### src/rtl/gcc_phat_pkg.sv
// Shared definitions for the complex/real sample stream blocks: sample widths,
// lane slicing helper, occupancy states and the shift-and-saturate function.
package gcc_phat_pkg;

  localparam int SAMPLE_WIDTH = 16;
  localparam int COMP_WIDTH   = 16;
  localparam int WIDE_W       = 64;

  // Result of a shift-and-saturate: clamped value (wide) plus a saturation hit
  typedef struct packed {
    logic              sat;
    logic [WIDE_W-1:0] value;
  } sat_result_t;

  // Data-path occupancy of a two-entry skid buffer
  typedef enum logic [1:0] {
    OCC_EMPTY = 2'd0,
    OCC_ONE   = 2'd1,
    OCC_TWO   = 2'd2
  } occ_state_t;

  // Bit offset of lane 'lane' in a bus of 'width'-bit lanes
  function automatic int lane_lsb(input int lane, input int width);
    return lane * width;
  endfunction

  // Arithmetic right shift (floor), then clamp to an out_w-bit signed range
  function automatic sat_result_t sat_shift(input logic signed [WIDE_W-1:0] re,
                                            input int shift,
                                            input int out_w);
    logic signed [WIDE_W-1:0] v;
    logic signed [WIDE_W-1:0] hi;
    logic signed [WIDE_W-1:0] lo;
    sat_result_t              r;
    v  = re >>> shift;
    hi = (64'sd1 <<< (out_w - 1)) - 64'sd1;
    lo = -(64'sd1 <<< (out_w - 1));
    if (v > hi) begin
      r.sat   = 1'b1;
      r.value = hi;
    end else if (v < lo) begin
      r.sat   = 1'b1;
      r.value = lo;
    end else begin
      r.sat   = 1'b0;
      r.value = v;
    end
    return r;
  endfunction

endpackage

### src/rtl/axis_skid_buffer.sv
// Two-entry AXI-Stream register slice: registered output stage plus one skid
// entry, so the upstream ready is a register and throughput is 1 beat/cycle.
module axis_skid_buffer
  import gcc_phat_pkg::*;
#(
  parameter int WIDTH = 65
) (
  input  logic             clk,
  input  logic             rst,
  input  logic [WIDTH-1:0] s_data,
  input  logic             s_valid,
  output logic             s_ready,
  output logic [WIDTH-1:0] m_data,
  output logic             m_valid,
  input  logic             m_ready
);

  occ_state_t       state_r;
  occ_state_t       state_next_s;
  logic [WIDTH-1:0] out_r;
  logic [WIDTH-1:0] skid_r;
  logic             valid_r;
  logic             ready_r;
  logic             accept_s;
  logic             load_out_s;
  logic             load_skid_s;
  logic             move_skid_s;

  assign accept_s = s_valid & ready_r;
  assign s_ready  = ready_r;
  assign m_data   = out_r;
  assign m_valid  = valid_r;

  // Next occupancy and which register captures data this cycle
  always_comb begin
    state_next_s = state_r;
    load_out_s   = 1'b0;
    load_skid_s  = 1'b0;
    move_skid_s  = 1'b0;
    case (state_r)
      OCC_EMPTY: begin
        if (accept_s) begin
          load_out_s   = 1'b1;
          state_next_s = OCC_ONE;
        end else begin
          state_next_s = OCC_EMPTY;
        end
      end
      OCC_ONE: begin
        if (accept_s && m_ready) begin
          load_out_s   = 1'b1;
          state_next_s = OCC_ONE;
        end else if (accept_s) begin
          load_skid_s  = 1'b1;
          state_next_s = OCC_TWO;
        end else if (m_ready) begin
          state_next_s = OCC_EMPTY;
        end else begin
          state_next_s = OCC_ONE;
        end
      end
      OCC_TWO: begin
        if (m_ready) begin
          move_skid_s  = 1'b1;
          state_next_s = OCC_ONE;
        end else begin
          state_next_s = OCC_TWO;
        end
      end
      default: begin
        state_next_s = OCC_EMPTY;
      end
    endcase
  end

  // Occupancy register with registered valid/ready derived from next state
  always_ff @(posedge clk) begin
    if (rst) begin
      state_r <= OCC_EMPTY;
      valid_r <= 1'b0;
      ready_r <= 1'b0;
    end else begin
      state_r <= state_next_s;
      valid_r <= (state_next_s != OCC_EMPTY);
      ready_r <= (state_next_s != OCC_TWO);
    end
  end

  // Output and skid data registers; output holds while stalled
  always_ff @(posedge clk) begin
    if (rst) begin
      out_r  <= {WIDTH{1'b0}};
      skid_r <= {WIDTH{1'b0}};
    end else begin
      if (load_out_s) begin
        out_r <= s_data;
      end else if (move_skid_s) begin
        out_r <= skid_r;
      end
      if (load_skid_s) begin
        skid_r <= s_data;
      end
    end
  end

endmodule

### src/rtl/samples_deinterleave.sv
// Complex-to-real return path: keeps each lane's real part, shifts and
// saturates it, regenerates frame tlast and tracks sticky framing/saturation
// flags. Output is fully registered through a skid buffer.
module samples_deinterleave
  import gcc_phat_pkg::*;
#(
  parameter int CHANNEL_WIDTH = 16,
  parameter int IN_COMP_WIDTH = 16,
  parameter int COMPLEX_WIDTH = 2 * IN_COMP_WIDTH,
  parameter int CHANNELS      = 4,
  parameter int FRAME_LEN     = 1024,
  parameter int SHIFT         = 0
) (
  input  logic                              aclk,
  input  logic                              areset,
  input  logic [CHANNELS*COMPLEX_WIDTH-1:0] s_axis_complex_tdata,
  input  logic                              s_axis_complex_tvalid,
  output logic                              s_axis_complex_tready,
  input  logic                              s_axis_complex_tlast,
  output logic [CHANNELS*CHANNEL_WIDTH-1:0] m_axis_simple_tdata,
  output logic                              m_axis_simple_tvalid,
  input  logic                              m_axis_simple_tready,
  output logic                              m_axis_simple_tlast,
  output logic                              frame_err,
  output logic                              sat_flag,
  input  logic                              flags_clear
);

  localparam int OUT_W = CHANNELS * CHANNEL_WIDTH;
  localparam int CNT_W = (FRAME_LEN > 2) ? $clog2(FRAME_LEN) : 1;
  localparam logic [CNT_W-1:0] LAST_BEAT = CNT_W'(FRAME_LEN - 1);

  logic [OUT_W-1:0]    scaled_s;
  logic [CHANNELS-1:0] lane_sat_s;
  logic                accept_s;
  logic                exp_last_s;
  logic                last_s;
  logic                frame_mis_s;
  logic                sat_evt_s;
  logic [CNT_W-1:0]    beat_cnt_r;
  logic                frame_err_r;
  logic                sat_flag_r;

  assign accept_s = s_axis_complex_tvalid & s_axis_complex_tready;

  // Per-lane real-part extraction, scaling and clamping (imag part dropped)
  for (genvar i = 0; i < CHANNELS; i++) begin : g_lane
    logic [IN_COMP_WIDTH-1:0]  re_s;
    logic signed [WIDE_W-1:0]  re_wide_s;
    sat_result_t               res_s;
    assign re_s      = s_axis_complex_tdata[lane_lsb(i, COMPLEX_WIDTH) +: IN_COMP_WIDTH];
    assign re_wide_s = {{(WIDE_W-IN_COMP_WIDTH){re_s[IN_COMP_WIDTH-1]}}, re_s};
    assign res_s     = sat_shift(re_wide_s, SHIFT, CHANNEL_WIDTH);
    assign scaled_s[lane_lsb(i, CHANNEL_WIDTH) +: CHANNEL_WIDTH] = res_s.value[CHANNEL_WIDTH-1:0];
    assign lane_sat_s[i] = res_s.sat;
  end

  // An upstream tlast always closes the frame, even when it arrives early
  assign exp_last_s  = (beat_cnt_r == LAST_BEAT);
  assign last_s      = exp_last_s | s_axis_complex_tlast;
  assign frame_mis_s = accept_s & (s_axis_complex_tlast != exp_last_s);
  assign sat_evt_s   = accept_s & (|lane_sat_s);

  // Beat position within the frame; resyncs to upstream tlast
  always_ff @(posedge aclk) begin
    if (areset) begin
      beat_cnt_r <= {CNT_W{1'b0}};
    end else if (accept_s) begin
      if (last_s) begin
        beat_cnt_r <= {CNT_W{1'b0}};
      end else begin
        beat_cnt_r <= beat_cnt_r + CNT_W'(1);
      end
    end
  end

  // Sticky flags: a new event in the clearing cycle keeps the flag set
  always_ff @(posedge aclk) begin
    if (areset) begin
      frame_err_r <= 1'b0;
      sat_flag_r  <= 1'b0;
    end else begin
      frame_err_r <= (frame_err_r & ~flags_clear) | frame_mis_s;
      sat_flag_r  <= (sat_flag_r & ~flags_clear) | sat_evt_s;
    end
  end

  assign frame_err = frame_err_r;
  assign sat_flag  = sat_flag_r;

  axis_skid_buffer #(
    .WIDTH (OUT_W + 1)
  ) u_skid (
    .clk     (aclk),
    .rst     (areset),
    .s_data  ({last_s, scaled_s}),
    .s_valid (s_axis_complex_tvalid),
    .s_ready (s_axis_complex_tready),
    .m_data  ({m_axis_simple_tlast, m_axis_simple_tdata}),
    .m_valid (m_axis_simple_tvalid),
    .m_ready (m_axis_simple_tready)
  );

endmodule

### config.mk
export PLATFORM = sky130hd
export DESIGN_NAME = samples_deinterleave
export DESIGN_NICKNAME = d
export VERILOG_FILES = /design/src/rtl/gcc_phat_pkg.sv /design/src/rtl/axis_skid_buffer.sv /design/src/rtl/samples_deinterleave.sv
export SDC_FILE = /design/constraint.sdc
export NUM_CORES = 1
export LEC_CHECK = 0
export ABC_AREA = 0
export CORE_ASPECT_RATIO = 0.7
export CORE_UTILIZATION = 45
export CTS_CLUSTER_SIZE = 28
export DETAILED_ROUTE_END_ITERATION = 12
export PLACE_DENSITY = 0.9
export SETUP_SLACK_MARGIN = 0.05
export SLEW_MARGIN = 20
export SYNTH_ARGS = -nofsm -noshare
export SYNTH_HDL_FRONTEND = slang
export SYNTH_SLANG_ARGS = --single-unit
### constraint.sdc
create_clock -name aclk -period 2.2 [get_ports aclk]
set_input_delay 0.44 -clock aclk [delete_from_list [all_inputs] [get_ports aclk]]
set_output_delay 0.44 -clock aclk [all_outputs]
set_load 0.1 [all_outputs]
==> run_results.csv <==
group,metric,value,unit
hold_path,min_path_cells,2,
power,power.internal,4729,uW
timing,maxSlewViolCount,0,
timing,period_needed,2016,ps
timing,fin_tns_setup,0,ps
setup_path,crit_path_end_kind,"flop",
timing,period_share,91.65,%
die,die_width,136.1,microns
power,clkPwrFrac,38.6,%
status,status,"finished clean",
placement,numPortBuffers,138,
timing,fmax,496.0,MHz
synthesis,synth_edf_count,0,
synthesis,synthArstFlopShare,0,%
timing,hold_viol_final,0,
power,power-per-cell-area,901.1,nW/um^2
setup_path,critPathBufInv,2,
power,swShare,31.65,%
clock_tree,insertion_delay,410,ps
route,drc,0,
grt,grt_pass1_wl,23470,microns
clock_tree,post_cts_buffers,0,
route,viasPerCell,5.719,
hold_path,worstHoldStart,"u_skid.skid_r[34]",
setup_path,r2r-start,"beat_cnt_r[3]",
placement,globalplace.congestion,0.7809,
die,die_area,13040,sq um
setup_path,cpPeakStageDelay,450,ps
power,p_leak,0.002853,uW
route,first_pass_iters,4,
setup_path,reg2reg_slack,260,ps
synthesis,synth_nets,729,
cells_and_area,nets,861,
clock_tree,root_buffer,"clkbuf_16",
clock_tree,cts_tree,"yes",
clock_tree,postCtsResizedCells,0,
setup_path,path_max_fanout,12,
route,antenna_left,0,
cells_and_area,syn_to_final_growth,35.65,%
die,coreArea,11970,sq um
synthesis,ys_seq_area_share,51.64,%
power,p_seq_share,41.0,%
synthesis,ys_top_cells_by_count,"dfxtp_1 (146), nand2_1 (132), a21oi_1 (71)",
route,drt_wl_total,14810,microns
grt,overflow,0,
synthesis,yosysTopAreaCellShare,51.64,%
route,drt-initial-drc-count,227,
synthesis,ys_ff_latch,146,
hold_path,min_to,"u_skid.skid_r[34]",
grt,grt.total_usage,23.10,%
clock_tree,clockBufferDepth,2,
setup_path,critical-path-top-delay-family,"simple AND/OR/NAND/NOR gates",
synthesis,postSynthCellCount,591,
placement,hpwl,9659,microns
synthesis,yosysWarnings,0,
setup_path,crit_chain,"clkdlybuf4s50_1, and2_1, ha_1, and3b_1, or3_4, buf_4, o221a_2",
synthesis,yosysMostFrequentCell,"dfxtp_1",
grt,first_global_vias,4938,
cells_and_area,antenna_cells,0,
grt,antenna_found_initial,0,
grt,grt_max_degree,69,
cells_and_area,drive_gt1_share,19.70,%
route,wl_per_cell,16.58,microns
synthesis,synth_cell_types,36,
timing,finClkSkew,12.43,ps
die,start_util,47.27,%
setup_path,cp-start-kind,"input port",
timing,finalSetupViolCount,0,
synthesis,ys.flop_type,"dfxtp_1",
hold_path,holdCritPathClass,"flop to flop",
synthesis,syn-cell-area,5660,sq um
timing,worstMarginPinSlew,745.4,ps
clock_tree,hold_buffers,0,
die,die_h,95.84,microns
die,io_pins,203,
synthesis,synth_top_area_cell,"dfxtp_1",
route,vias,5107,
clock_tree,clkSinkCount,146,
power,power.switching,2190,uW
clock_tree,cts_buffers,17,
timing,rsz0062_at_grt,"no",
power,combPwrFrac,20.4,%
timing,relSlewSlack,50.30,%
clock_tree,clk_pin_slew,60,ps
setup_path,rr_endpoint,"beat_cnt_r[4]",
synthesis,syn_avg_cell_area,9.578,sq um
setup_path,slowest_stage,"clkdlybuf4s50_1",
setup_path,crit_arrival,2320,ps
synthesis,ys_top_cells_by_area,"dfxtp_1 (52%), o221a_1 (9.9%), nand2_1 (8.8%)",
die,row_count,33,
timing,whs,456.1,ps
run,maxCapViolations,0,
clock_tree,h-tree-depth,4,
setup_path,r2r_cells,7,
setup_path,required,2500,ps
power,ir_drop,0.0006875,V
setup_path,crit_type,"input port to flop",
==> power by group through the flow <==
stage,clock network [uW],logic (uW),registers (uW)
finish,2670,1410,2840
global route,2840,1460,2850
CTS,2710,1420,2840
detailed placement,0,1410,2890
global placement,0,1390,2890
floorplan,0,278,3610
==> area by class of cell <==
class	count	area [sq um]
multi-input combinational	388	2474
clock buffer	20	436.7
inverter	6	22.52
fill	921	4295
timing repair buffer	164	1511
clock inverter	12	111.4
tap	157	196.4
sequential	146	2927
==> worst max path at each step <==
stage,start,slack (ps),cells past startpoint,to
final,s_axis_complex_tvalid,180,7,u_skid.m_data[4]
after global routing,beat_cnt_r[3],100,7,beat_cnt_r[0]
after CTS,s_axis_complex_tvalid,200,7,u_skid.m_data[3]
after detailed placement,s_axis_complex_tvalid,-210,7,u_skid.m_data[4]
after global placement,s_axis_complex_tvalid,-180,7,u_skid.m_data[61]
after floorplan,u_skid.s_ready,110,8,u_skid.m_data[10]
==> per-stage QoR <==
step / area [sq um] / cells / power (uW) / worst slack [ps] / util, %
2_1_floorplan: 5664 / 591 / 3888 / 111.6 / -
3_3_place_gp: 7131 / 861 / 4281 / -175.4 / 59.55
3_5_place_dp: 7131 / 861 / 4301 / -211.5 / 59.55
4_1_cts: 7679 / 893 / 6958 / 204.4 / 64.13
5_1_grt: 7679 / 893 / 7145 / 103.2 / 64.13
6_report: 7679 / 893 / 6919 / 183.8 / 64.13
==> registers in the layout, summed over array words and instances (netlist names) <==
name and cells:
u_skid.state_r 2, u_skid.skid_r 65, u_skid.m_data 65, beat_cnt_r 10
u_skid.m_valid 1, frame_err 1, sat_flag 1, u_skid.s_ready 1
==> kinds of logic after synthesis <==
group                    count (synthesis)  share of synthesized area [%]
adder cells (fa/ha/maj)                  4                         0.8842
AND/OR/NAND/NOR                        170                          13.17
flip-flops                             146                          51.64
AO/OA/AOI/OAI                          210                          28.87
multiplexers                             2                         0.3537
XOR/XNOR                                 2                         0.3095
buffers and inverters                   57                          4.774
==> placed cells by master, fill, tap and decap left out, types with 2 or more instances in the layout <==
master and count:
dfxtp_1 145, o221a_2 14, inv_1 5, nor2_1 6, ha_1 4, nor3b_1 2, o21a_1 65, nand3b_1 4
buf_12 9, or4_1 3, o21ai_0 4, clkinv_4 2, clkdlybuf4s50_1 68, clkbuf_16 17, o221a_1 50, xnor2_1 2
buf_4 86, a21oi_1 71, nand2b_1 2, or3_1 3, mux2i_1 2, clkbuf_1 3, and3b_1 3, nand4_1 4
nand2_1 132, clkinv_2 2, clkinvlp_4 6, o31ai_1 3, nand3_1 3
==> worst min-delay path: stages (launching register included) <==
cell and delay (ps):
dfxtp_1 310, nand2_1 50, a21oi_1 50
==> layer usage <==
layer	track usage [%]	up-vias	routed length, microns
met3	5.371	24	854
met1	27.69	2506	6514
li1	-	2397	-
met4	9.259	0	254
met5	0	-	0
met2	40.19	180	7183
No activity file was read; power rests on OpenSTA's default activity.
